## config.mk

```make
export PLATFORM = sky130hd
export DESIGN_NAME = uart_tx_frame_flat
export DESIGN_NICKNAME = d
export VERILOG_FILES = /design/src/rtl/uart_pkg.sv /design/src/rtl/uart_tx_frame_if.sv /design/src/rtl/uart_baud_cnt.sv /design/src/rtl/uart_tx_frame.sv /design/src/flat_wrapper.sv
export SDC_FILE = /design/constraint.sdc
export NUM_CORES = 1
export LEC_CHECK = 0
export CORE_ASPECT_RATIO = 1.2
export CORE_MARGIN = 5
export CORE_UTILIZATION = 50
export DETAILED_ROUTE_END_ITERATION = 8
export PLACE_DENSITY = 0.7
export SYNTH_ARGS = -nofsm -noshare
export SYNTH_HDL_FRONTEND = slang
export SYNTH_SLANG_ARGS = --single-unit
```

## constraint.sdc

```tcl
create_clock -name clock -period 2 [get_ports clock]
set_input_delay 0.6 -clock clock [delete_from_list [all_inputs] [get_ports clock]]
set_output_delay 0.6 -clock clock [all_outputs]
set_load 0.01 [all_outputs]
```

## src/rtl/uart_pkg.sv

```systemverilog
// Shared definitions for the UART frame transmitter: parity encodings,
// FSM state type and payload width.
package uart_pkg;

  localparam int DATA_W = 8;

  localparam logic [1:0] PAR_ODD  = 2'b01;
  localparam logic [1:0] PAR_EVEN = 2'b10;

  typedef enum logic [2:0] {
    ST_IDLE   = 3'd0,
    ST_START  = 3'd1,
    ST_DATA   = 3'd2,
    ST_PARITY = 3'd3,
    ST_STOP   = 3'd4
  } state_e;

  // A parity slot exists only for the two explicit encodings; 00 and 11 mean none.
  function automatic logic parity_enabled(input logic [1:0] ptype);
    return (ptype == PAR_ODD) || (ptype == PAR_EVEN);
  endfunction

endpackage

```

## src/rtl/uart_tx_frame_if.sv

```systemverilog
// Request/response bundle between a frame producer (master) and the
// transmitter (slave).
interface uart_tx_frame_if;
  import uart_pkg::*;

  logic              send;
  logic [DATA_W-1:0] data_in;
  logic [1:0]        parity_type;
  logic              parity_bit;
  logic              stop_bits;
  logic              data_tx;
  logic              busy;
  logic              done_flag;

  modport master (
    output send, data_in, parity_type, parity_bit, stop_bits,
    input  data_tx, busy, done_flag
  );

  modport slave (
    input  send, data_in, parity_type, parity_bit, stop_bits,
    output data_tx, busy, done_flag
  );

endinterface

```

## src/rtl/uart_baud_cnt.sv

```systemverilog
// Bit-period counter: runs 0..CLKS_PER_BIT-1 and flags the last cycle of
// each period; clear holds it at zero.
module uart_baud_cnt #(
  parameter int CLKS_PER_BIT = 5208
) (
  input  logic clock,
  input  logic reset,
  input  logic clear,
  output logic tick
);

  localparam logic [15:0] LAST_CNT = 16'(CLKS_PER_BIT - 1);

  logic [15:0] cnt_q;
  logic [15:0] cnt_d;

  // Next count: wrap at the end of each period, pinned to zero while cleared.
  always_comb begin
    cnt_d = cnt_q;
    if (clear) begin
      cnt_d = 16'd0;
    end else if (cnt_q == LAST_CNT) begin
      cnt_d = 16'd0;
    end else begin
      cnt_d = cnt_q + 16'd1;
    end
  end

  // Counter register.
  always_ff @(posedge clock or negedge reset) begin
    if (!reset) begin
      cnt_q <= 16'd0;
    end else begin
      cnt_q <= cnt_d;
    end
  end

  assign tick = (cnt_q == LAST_CNT);

endmodule

```

## src/rtl/uart_tx_frame.sv

```systemverilog
// UART frame transmitter: start bit, 8 data bits LSB first, optional
// externally supplied parity bit, one or two stop bits.
module uart_tx_frame
  import uart_pkg::*;
#(
  parameter int CLKS_PER_BIT = 5208
) (
  input  logic            clock,
  input  logic            reset,
  uart_tx_frame_if.slave  bus
);

  state_e            state_q,   state_d;
  logic [2:0]        bit_idx_q, bit_idx_d;
  logic              stop_idx_q, stop_idx_d;
  logic [DATA_W-1:0] data_q,    data_d;
  logic [1:0]        ptype_q,   ptype_d;
  logic              pbit_q,    pbit_d;
  logic              stop2_q,   stop2_d;
  logic              data_tx_q, data_tx_d;
  logic              busy_q,    busy_d;
  logic              done_q,    done_d;

  logic              tick_s;
  logic              clear_s;
  logic [2:0]        nxt_idx_s;

  // The counter only runs inside a frame, so it is already zero on accept.
  assign clear_s   = (state_q == ST_IDLE);
  assign nxt_idx_s = bit_idx_q + 3'd1;

  uart_baud_cnt #(
    .CLKS_PER_BIT (CLKS_PER_BIT)
  ) u_baud (
    .clock (clock),
    .reset (reset),
    .clear (clear_s),
    .tick  (tick_s)
  );

  // Next-state and next-output logic; the line value is computed one edge
  // ahead so data_tx comes straight from a flop.
  always_comb begin
    state_d    = state_q;
    bit_idx_d  = bit_idx_q;
    stop_idx_d = stop_idx_q;
    data_d     = data_q;
    ptype_d    = ptype_q;
    pbit_d     = pbit_q;
    stop2_d    = stop2_q;
    data_tx_d  = data_tx_q;
    busy_d     = busy_q;
    done_d     = 1'b0;

    case (state_q)
      ST_IDLE: begin
        if (bus.send) begin
          state_d    = ST_START;
          data_d     = bus.data_in;
          ptype_d    = bus.parity_type;
          pbit_d     = bus.parity_bit;
          stop2_d    = bus.stop_bits;
          bit_idx_d  = 3'd0;
          stop_idx_d = 1'b0;
          data_tx_d  = 1'b0;
          busy_d     = 1'b1;
        end else begin
          data_tx_d  = 1'b1;
          busy_d     = 1'b0;
        end
      end

      ST_START: begin
        if (tick_s) begin
          state_d   = ST_DATA;
          bit_idx_d = 3'd0;
          data_tx_d = data_q[0];
        end else begin
          state_d   = ST_START;
        end
      end

      ST_DATA: begin
        if (tick_s) begin
          if (bit_idx_q == 3'd7) begin
            if (parity_enabled(ptype_q)) begin
              state_d    = ST_PARITY;
              data_tx_d  = pbit_q;
            end else begin
              state_d    = ST_STOP;
              stop_idx_d = 1'b0;
              data_tx_d  = 1'b1;
            end
          end else begin
            bit_idx_d = nxt_idx_s;
            data_tx_d = data_q[nxt_idx_s];
          end
        end else begin
          state_d = ST_DATA;
        end
      end

      ST_PARITY: begin
        if (tick_s) begin
          state_d    = ST_STOP;
          stop_idx_d = 1'b0;
          data_tx_d  = 1'b1;
        end else begin
          state_d    = ST_PARITY;
        end
      end

      ST_STOP: begin
        if (tick_s) begin
          if (stop2_q && !stop_idx_q) begin
            stop_idx_d = 1'b1;
          end else begin
            state_d    = ST_IDLE;
            busy_d     = 1'b0;
            done_d     = 1'b1;
            data_tx_d  = 1'b1;
          end
        end else begin
          state_d = ST_STOP;
        end
      end

      default: begin
        state_d   = ST_IDLE;
        data_tx_d = 1'b1;
        busy_d    = 1'b0;
      end
    endcase
  end

  // State, capture and output registers; reset drives the line high at once.
  always_ff @(posedge clock or negedge reset) begin
    if (!reset) begin
      state_q    <= ST_IDLE;
      bit_idx_q  <= 3'd0;
      stop_idx_q <= 1'b0;
      data_q     <= '0;
      ptype_q    <= 2'b00;
      pbit_q     <= 1'b0;
      stop2_q    <= 1'b0;
      data_tx_q  <= 1'b1;
      busy_q     <= 1'b0;
      done_q     <= 1'b0;
    end else begin
      state_q    <= state_d;
      bit_idx_q  <= bit_idx_d;
      stop_idx_q <= stop_idx_d;
      data_q     <= data_d;
      ptype_q    <= ptype_d;
      pbit_q     <= pbit_d;
      stop2_q    <= stop2_d;
      data_tx_q  <= data_tx_d;
      busy_q     <= busy_d;
      done_q     <= done_d;
    end
  end

  assign bus.data_tx   = data_tx_q;
  assign bus.busy      = busy_q;
  assign bus.done_flag = done_q;

endmodule

```

## src/flat_wrapper.sv

```systemverilog
// flat-port wrapper written by rule: the top's interface ports become plain ports
module uart_tx_frame_flat import uart_pkg::*;
#(
  parameter int CLKS_PER_BIT = 5208
)
  (clock, reset, bus_send, bus_data_in, bus_parity_type, bus_parity_bit, bus_stop_bits, bus_data_tx, bus_busy, bus_done_flag);
  uart_tx_frame_if bus_i ();
  input  logic clock;
  input  logic reset;
  input wire logic [$bits(bus_i.send)-1:0] bus_send;
  input wire logic [$bits(bus_i.data_in)-1:0] bus_data_in;
  input wire logic [$bits(bus_i.parity_type)-1:0] bus_parity_type;
  input wire logic [$bits(bus_i.parity_bit)-1:0] bus_parity_bit;
  input wire logic [$bits(bus_i.stop_bits)-1:0] bus_stop_bits;
  output wire logic [$bits(bus_i.data_tx)-1:0] bus_data_tx;
  output wire logic [$bits(bus_i.busy)-1:0] bus_busy;
  output wire logic [$bits(bus_i.done_flag)-1:0] bus_done_flag;
  assign bus_i.send = bus_send;
  assign bus_i.data_in = bus_data_in;
  assign bus_i.parity_type = bus_parity_type;
  assign bus_i.parity_bit = bus_parity_bit;
  assign bus_i.stop_bits = bus_stop_bits;
  assign bus_data_tx = bus_i.data_tx;
  assign bus_busy = bus_i.busy;
  assign bus_done_flag = bus_i.done_flag;
  uart_tx_frame #(.CLKS_PER_BIT(CLKS_PER_BIT)) u_core (.clock(clock), .reset(reset), .bus(bus_i));
endmodule
```

* Word level (Yosys, flattened, before mapping) *
Cells that the tools add are included.

cells by class
  equality and inequality tests = 20
  $add $sub $neg = 2
  shifts and indexed selects = 0
  $lt $le $gt $ge = 1
  reductions and logical operators = 13
  $mul = 0
  multiplexer cells = 42
  bitwise gates (word level) = 1
  div/mod/pow operators = 0

operators by type and width
  operator                                                     number
  two-way mux 3 bit                                            11
  two-way mux 16 bit                                           2
  two-way mux 1 bit                                            22
  adder 16 x 1 -> 16 bit (second input constant)               1
  == test 16 x 13 -> 1 bit (second input constant)             1
  one-hot mux 3 bit (5 select lines)                           1
  != test 2 x 1 -> 1 bit (second input constant)               6
  AND reduction 5 bit                                          2
  one-hot mux 3 bit (3 select lines)                           1
  != test 2 bit (second input constant)                        4
  AND reduction 8 bit                                          1
  == test 3 x 2 -> 1 bit (second input constant)               2
  == test 3 bit (second input constant)                        2
  != test 3 bit (second input constant)                        2
  AND reduction 3 bit                                          2
  one-hot mux 1 bit (5 select lines)                           1
  less-than comparator 3 x 4 -> 1 bit (second input constant)  1
  one-hot mux 1 bit (4 select lines)                           1
  nonzero test 4 bit                                           1
  adder 3 x 1 -> 3 bit (second input constant)                 1
  binary-select mux 1 bit (select 3 bit)                       1
  == test 3 x 1 -> 1 bit (second input constant)               1
  logical NOT 3 bit                                            1
  one-hot mux 1 bit (3 select lines)                           1
  other kinds (10)                                             10

word-level totals
  memories kept = 0
  input bits = 15
  memory bits (read-only) = 0
  memory bits (writable) = 0
  word-level logic and storage cells = 90
  bits in latches = 0
  output and inout port bits = 3
  bits in registers = 38

* Depth between registers and ports, before layout *
  depth after elaboration = 6
  gate-level depth with buffers = 7
  depth with buffers taken out = 6

* By module *
From an unflattened synthesis, not the netlist that was laid out.

second synthesis, totals
  cell total of the unflattened synthesis = 183
  area total of the unflattened synthesis = 1,974.4 um^2

by module, submodules not included
  module         cells each  area each (um^2)  instances  seq. area each (um^2)
  uart_tx_frame  100         1,147.4           1          551.8
  uart_baud_cnt  83          827.0             1          400.4

* Worst setup path after synthesis *
OpenSTA, ideal clock, no wires.

  path type = reg-to-reg
  start point = register u_core.bit_idx_q[0]
  end point = register u_core.bit_idx_q[0]
  clock period less this slack = 1.725 ns
  data required time = 1.875 ns
  stages on the path, launching flop included = 6
  data arrival time = 1.600 ns
  path buffers = 0
  slack = 0.275 ns
  setup time = 0.125 ns
  path through = dfrtp_1 ha_1 ha_1 o22a_1 a211o_1 mux2_2

between the ends
  longest elaborated chain between the ends = 4
  elaborated cells between the ends (all ways) = 7
  classes of those cells = 1 x add/sub; 2 x eq/ne; 3 x mux; 1 x reduce/logical

RTL lines
  item                                line                  source
  start, declared                     uart_tx_frame.sv:14   logic [2:0] bit_idx_q, bit_idx_d;
  start signal, assigned              uart_tx_frame.sv:151  bit_idx_q <= bit_idx_d;
  adder 3 x 1 -> 3 bit                uart_tx_frame.sv:30   assign nxt_idx_s = bit_idx_q + 3'd1;
  two-way mux 3 bit                   uart_tx_frame.sv:85   if (bit_idx_q == 3'd7) begin
  two-way mux 3 bit                   uart_tx_frame.sv:84   if (tick_s) begin
  one-hot mux 3 bit (3 select lines)  uart_tx_frame.sv:55   case (state_q)

Several ways; a longest one is shown, not always the timed one. The select of a mux whose other input is x is not followed.
A chain may end at the register's enable or synchronous reset.

* Worst setup path in the final report *
  start point = register u_core.data_tx_q, in the netlist u_core.bus.data_tx
  end point = output port bus_data_tx

RTL lines
  item                    line                  source
  start, declared         uart_tx_frame.sv:20   logic data_tx_q, data_tx_d;
  start signal, assigned  uart_tx_frame.sv:157  data_tx_q <= data_tx_d;
  end, declared           flat_wrapper.sv:15    output wire logic [$bits(bus_i.data_tx)-1:0] bus_data_tx;

No word-level cell between the ends.

==> impl_metrics.json <==
{
  "drt_pass1_iterations": 4,
  "combinationalPowerShare_pct": 12.6,
  "grt_pass1_vias": 1364,
  "path_cells": "clkdlybuf4s50_1",
  "grt_setup_unrepaired": "no",
  "ys_types": 45,
  "vias_per_cell": 5.37,
  "dieWidth_um": 67.2,
  "crit_end": "bus_data_tx",
  "p_sw_mw": 0.475,
  "die_area_um2": 5280,
  "n_antenna_cell": 0,
  "route.detailed.drc": 0,
  "synth.ff_latch_count": 38,
  "synth_fp_nets": 192,
  "synth_flop_cell": "dfrtp_1",
  "die_y_um": 78.6,
  "timing.final.hold_violations": 0,
  "arrival_ns": 1.35,
  "slew_violations": 0,
  "synth_top_area_share_pct": 47.2,
  "status": "complete, no violations",
  "cp_slowest_cell": "dfstp_2",
  "antenna_found_initial": 0,
  "grt-ovfl-total": 0,
  "p_int_mw": 1.52,
  "powerDensity_nw_per_um2": 862,
  "start_kind": "register",
  "ys_async_sr_fraction_pct": 100,
  "topRoutingLayerUsed": "met4",
  "m1WireLength_um": 1460,
  "crit_family": "flip-flops",
  "route.met2.wl_um": 1810,
  "clkSinkCount": 38,
  "clk_latency_ns": 0.29,
  "tns_ns": 0,
  "synth_edf_count": 0,
  "r2r_slack_ns": 0.13,
  "hpwl_um": 2480,
  "antenna_left": 0,
  "syn_to_final_growth_pct": 18.0,
  "grt_max_degree": 39,
  "gp_routability_congestion": 0.835,
  "io_buffers": 17,
  "netlist_area_um2": 1960,
  "reg2reg_depth": 6,
  "yosysMostFrequentCell": "dfrtp_1",
  "initial_core_util_pct": 50.6,
  "seqPwrFrac_pct": 48.6,
  "worstSetupPathDepth": 1,
  "startpoint": "u_core.bus.data_tx",
  "syn_inst": 174,
  "slew_headroom_pct": 28.4,
  "wl_met3_um": 171,
  "power_frac_clock_pct": 38.8,
  "grt_pass1_wl_um": 6100,
  "critical_path_class": "register to output port",
  "tritoncts": "done",
  "hp-class": "primary input to asynchronous set/reset pin",
  "htreeDepth": 2,
  "drt_first_iter_violations": 73,
  "path_clk_slew_ns": 0.08,
  "yosysWarnings": 0,
  "switching_share_pct": 23.8,
  "wl_um": 3490,
  "synth.area.top_cells": "dfrtp_1 (47%), mux2_2 (7.5%), nor2_1 (4.6%)",
  "track_usage_pct": 15.2,
  "drive_gt1_share_pct": 20.1,
  "r2r-start": "u_core.bit_idx_q[0]",
  "clock_path_buffers": 2,
  "maxCapViolations": 0,
  "pin_count": 18,
  "finalCritPeriodShare_pct": 97.5,
  "crit_buf_inv": 1,
  "syn-mean-instance-area_um2": 11.3,
  "vias": 1358,
  "period_needed_ns": 1.95,
  "worst_slew_pin_slew_ns": 1.07,
  "num_rows": 25,
  "p_total_mw": 1.99,
  "coreArea_um2": 3880,
  "root_buffer": "clkbuf_8",
  "cp_max_fo": 2,
  "rr_endpoint": "u_core.bus.data_tx",
  "worstPathRequired_ns": 1.40,
  "wl_per_cell_um": 13.8,
  "fmax_mhz": 513,
  "hold_buffers": 0,
  "post-cts-setup-buffers": 0,
  "skew_ns": 0.00533,
  "end_kind": "output port",
  "fill_cells": 346,
  "finalSetupViolCount": 0,
  "p_leak_nw": 0.992,
  "nets": 216,
  "multi_input_area_um2": 913,
  "numCtsBuffers": 5,
  "synth_area_leader_cell": "dfrtp_1",
  "synth_commonest_cells": "dfrtp_1 (37), nor2_1 (24), mux2_2 (13)",
  "ctsResizeCount": 0,
  "worst_hold_slack_ns": 0.350,
  "irDropWorstVdd_mv": 0.626,
  "seq_area_frac_synth_pct": 48.5,
  "regArea_um2": 952,
  "slowest_delay_ns": 0.54
}
metrics by stage:
| stage | util (%) | cell area [um2] | instances | setup slack [ns] |
|---|---|---|---|---|
| 2_1_floorplan | - | 1960 | 174 | 0.275 |
| 5_1_grt | 59.7 | 2310 | 253 | 0.0126 |
| 3_5_place_dp | 56.1 | 2180 | 245 | -0.0647 |
| 6_report | 59.7 | 2310 | 253 | 0.0509 |
| 4_1_cts | 59.7 | 2310 | 253 | 0.0240 |
| 3_3_place_gp | 56.1 | 2180 | 245 | -0.0475 |
final cells by class:
| type | instances | share of cell area [%] |
|---|---|---|
| Inverter | 5 | 0.811 |
| Clock buffer | 5 | 2.97 |
| Sequential cell | 38 | 41.1 |
| Clock inverter | 3 | 2.97 |
| Multi-Input combinational cell | 123 | 39.5 |
| Timing Repair Buffer | 25 | 9.73 |
| Tap cell | 54 | 2.92 |
power groups by stage:
stage / logic [mW] / registers, mW / clock network, mW
6_report: 0.252 / 0.969 / 0.773
2_1_floorplan: 0.170 / 0.961 / 0
3_5_place_dp: 0.254 / 0.985 / 0
5_1_grt: 0.288 / 0.985 / 0.839
3_3_place_gp: 0.245 / 0.977 / 0
4_1_cts: 0.256 / 0.970 / 0.808
cell usage in the layout, fill, tap and decap left out, drive strengths merged, types with 2 or more instances in the layout:
master         instances
a22o                   2
buf                    9
ha                     3
or3                    2
nand3                  6
nor3b                  2
mux2                  13
xor2                   8
nor3                   2
and4                   2
nand2                  4
a21o                   3
and3                   5
dfrtp                 37
clkdlybuf4s50         16
mux4                   2
a21oi                  8
nor2                  25
bufinv                 2
inv                    5
o31ai                  4
clkbuf                 5
nor4b                  4
nand4                  2
xnor2                  8
o21ai                  5
flip-flops by register name, indices dropped and copies added, names as in the netlist:
signal / cells
u_core.bit_idx_q: 3
u_core.bus.busy: 1
u_core.bus.data_tx: 1
u_core.bus.done_flag: 1
u_core.data_q: 8
u_core.pbit_q: 1
u_core.ptype_q: 2
u_core.state_q: 3
u_core.stop2_q: 1
u_core.stop_idx_q: 1
u_core.u_baud.cnt_q: 16
cell families (layout without fill, tap and decap cells):
| family | after synthesis | in the layout | synth area share, % |
|---|---|---|---|
| AO/OA/AOI/OAI | 28 | 28 | 10.3 |
| XOR/XNOR | 16 | 16 | 7.14 |
| adder cells (fa/ha/maj) | 3 | 3 | 1.91 |
| buffers and inverters | 13 | 38 | 4.91 |
| flip-flops | 38 | 38 | 48.5 |
| multiplexers | 16 | 16 | 10.5 |
| AND/OR/NAND/NOR | 60 | 60 | 16.8 |
worst min-delay path by stage:
stage	end	slack (ns)	start	cells after the start
after floorplan	u_core.bit_idx_q[0]	0.30	reset	0
after global placement	u_core.u_baud.cnt_q[0]	0.44	u_core.u_baud.cnt_q[0]	1
after detailed placement	u_core.u_baud.cnt_q[0]	0.45	u_core.u_baud.cnt_q[0]	1
after CTS	u_core.u_baud.cnt_q[15]	0.35	reset	2
after global routing	u_core.u_baud.cnt_q[4]	0.38	reset	2
final	u_core.u_baud.cnt_q[15]	0.35	reset	2
per-layer routing:
metal	vias to the layer above	global-route usage (%)
li1	663	-
met1	665	18.7
met2	25	24.8
met3	5	4.15
met4	0	6.29
met5	-	0
Note: power is estimated with default switching activity, not from simulation.
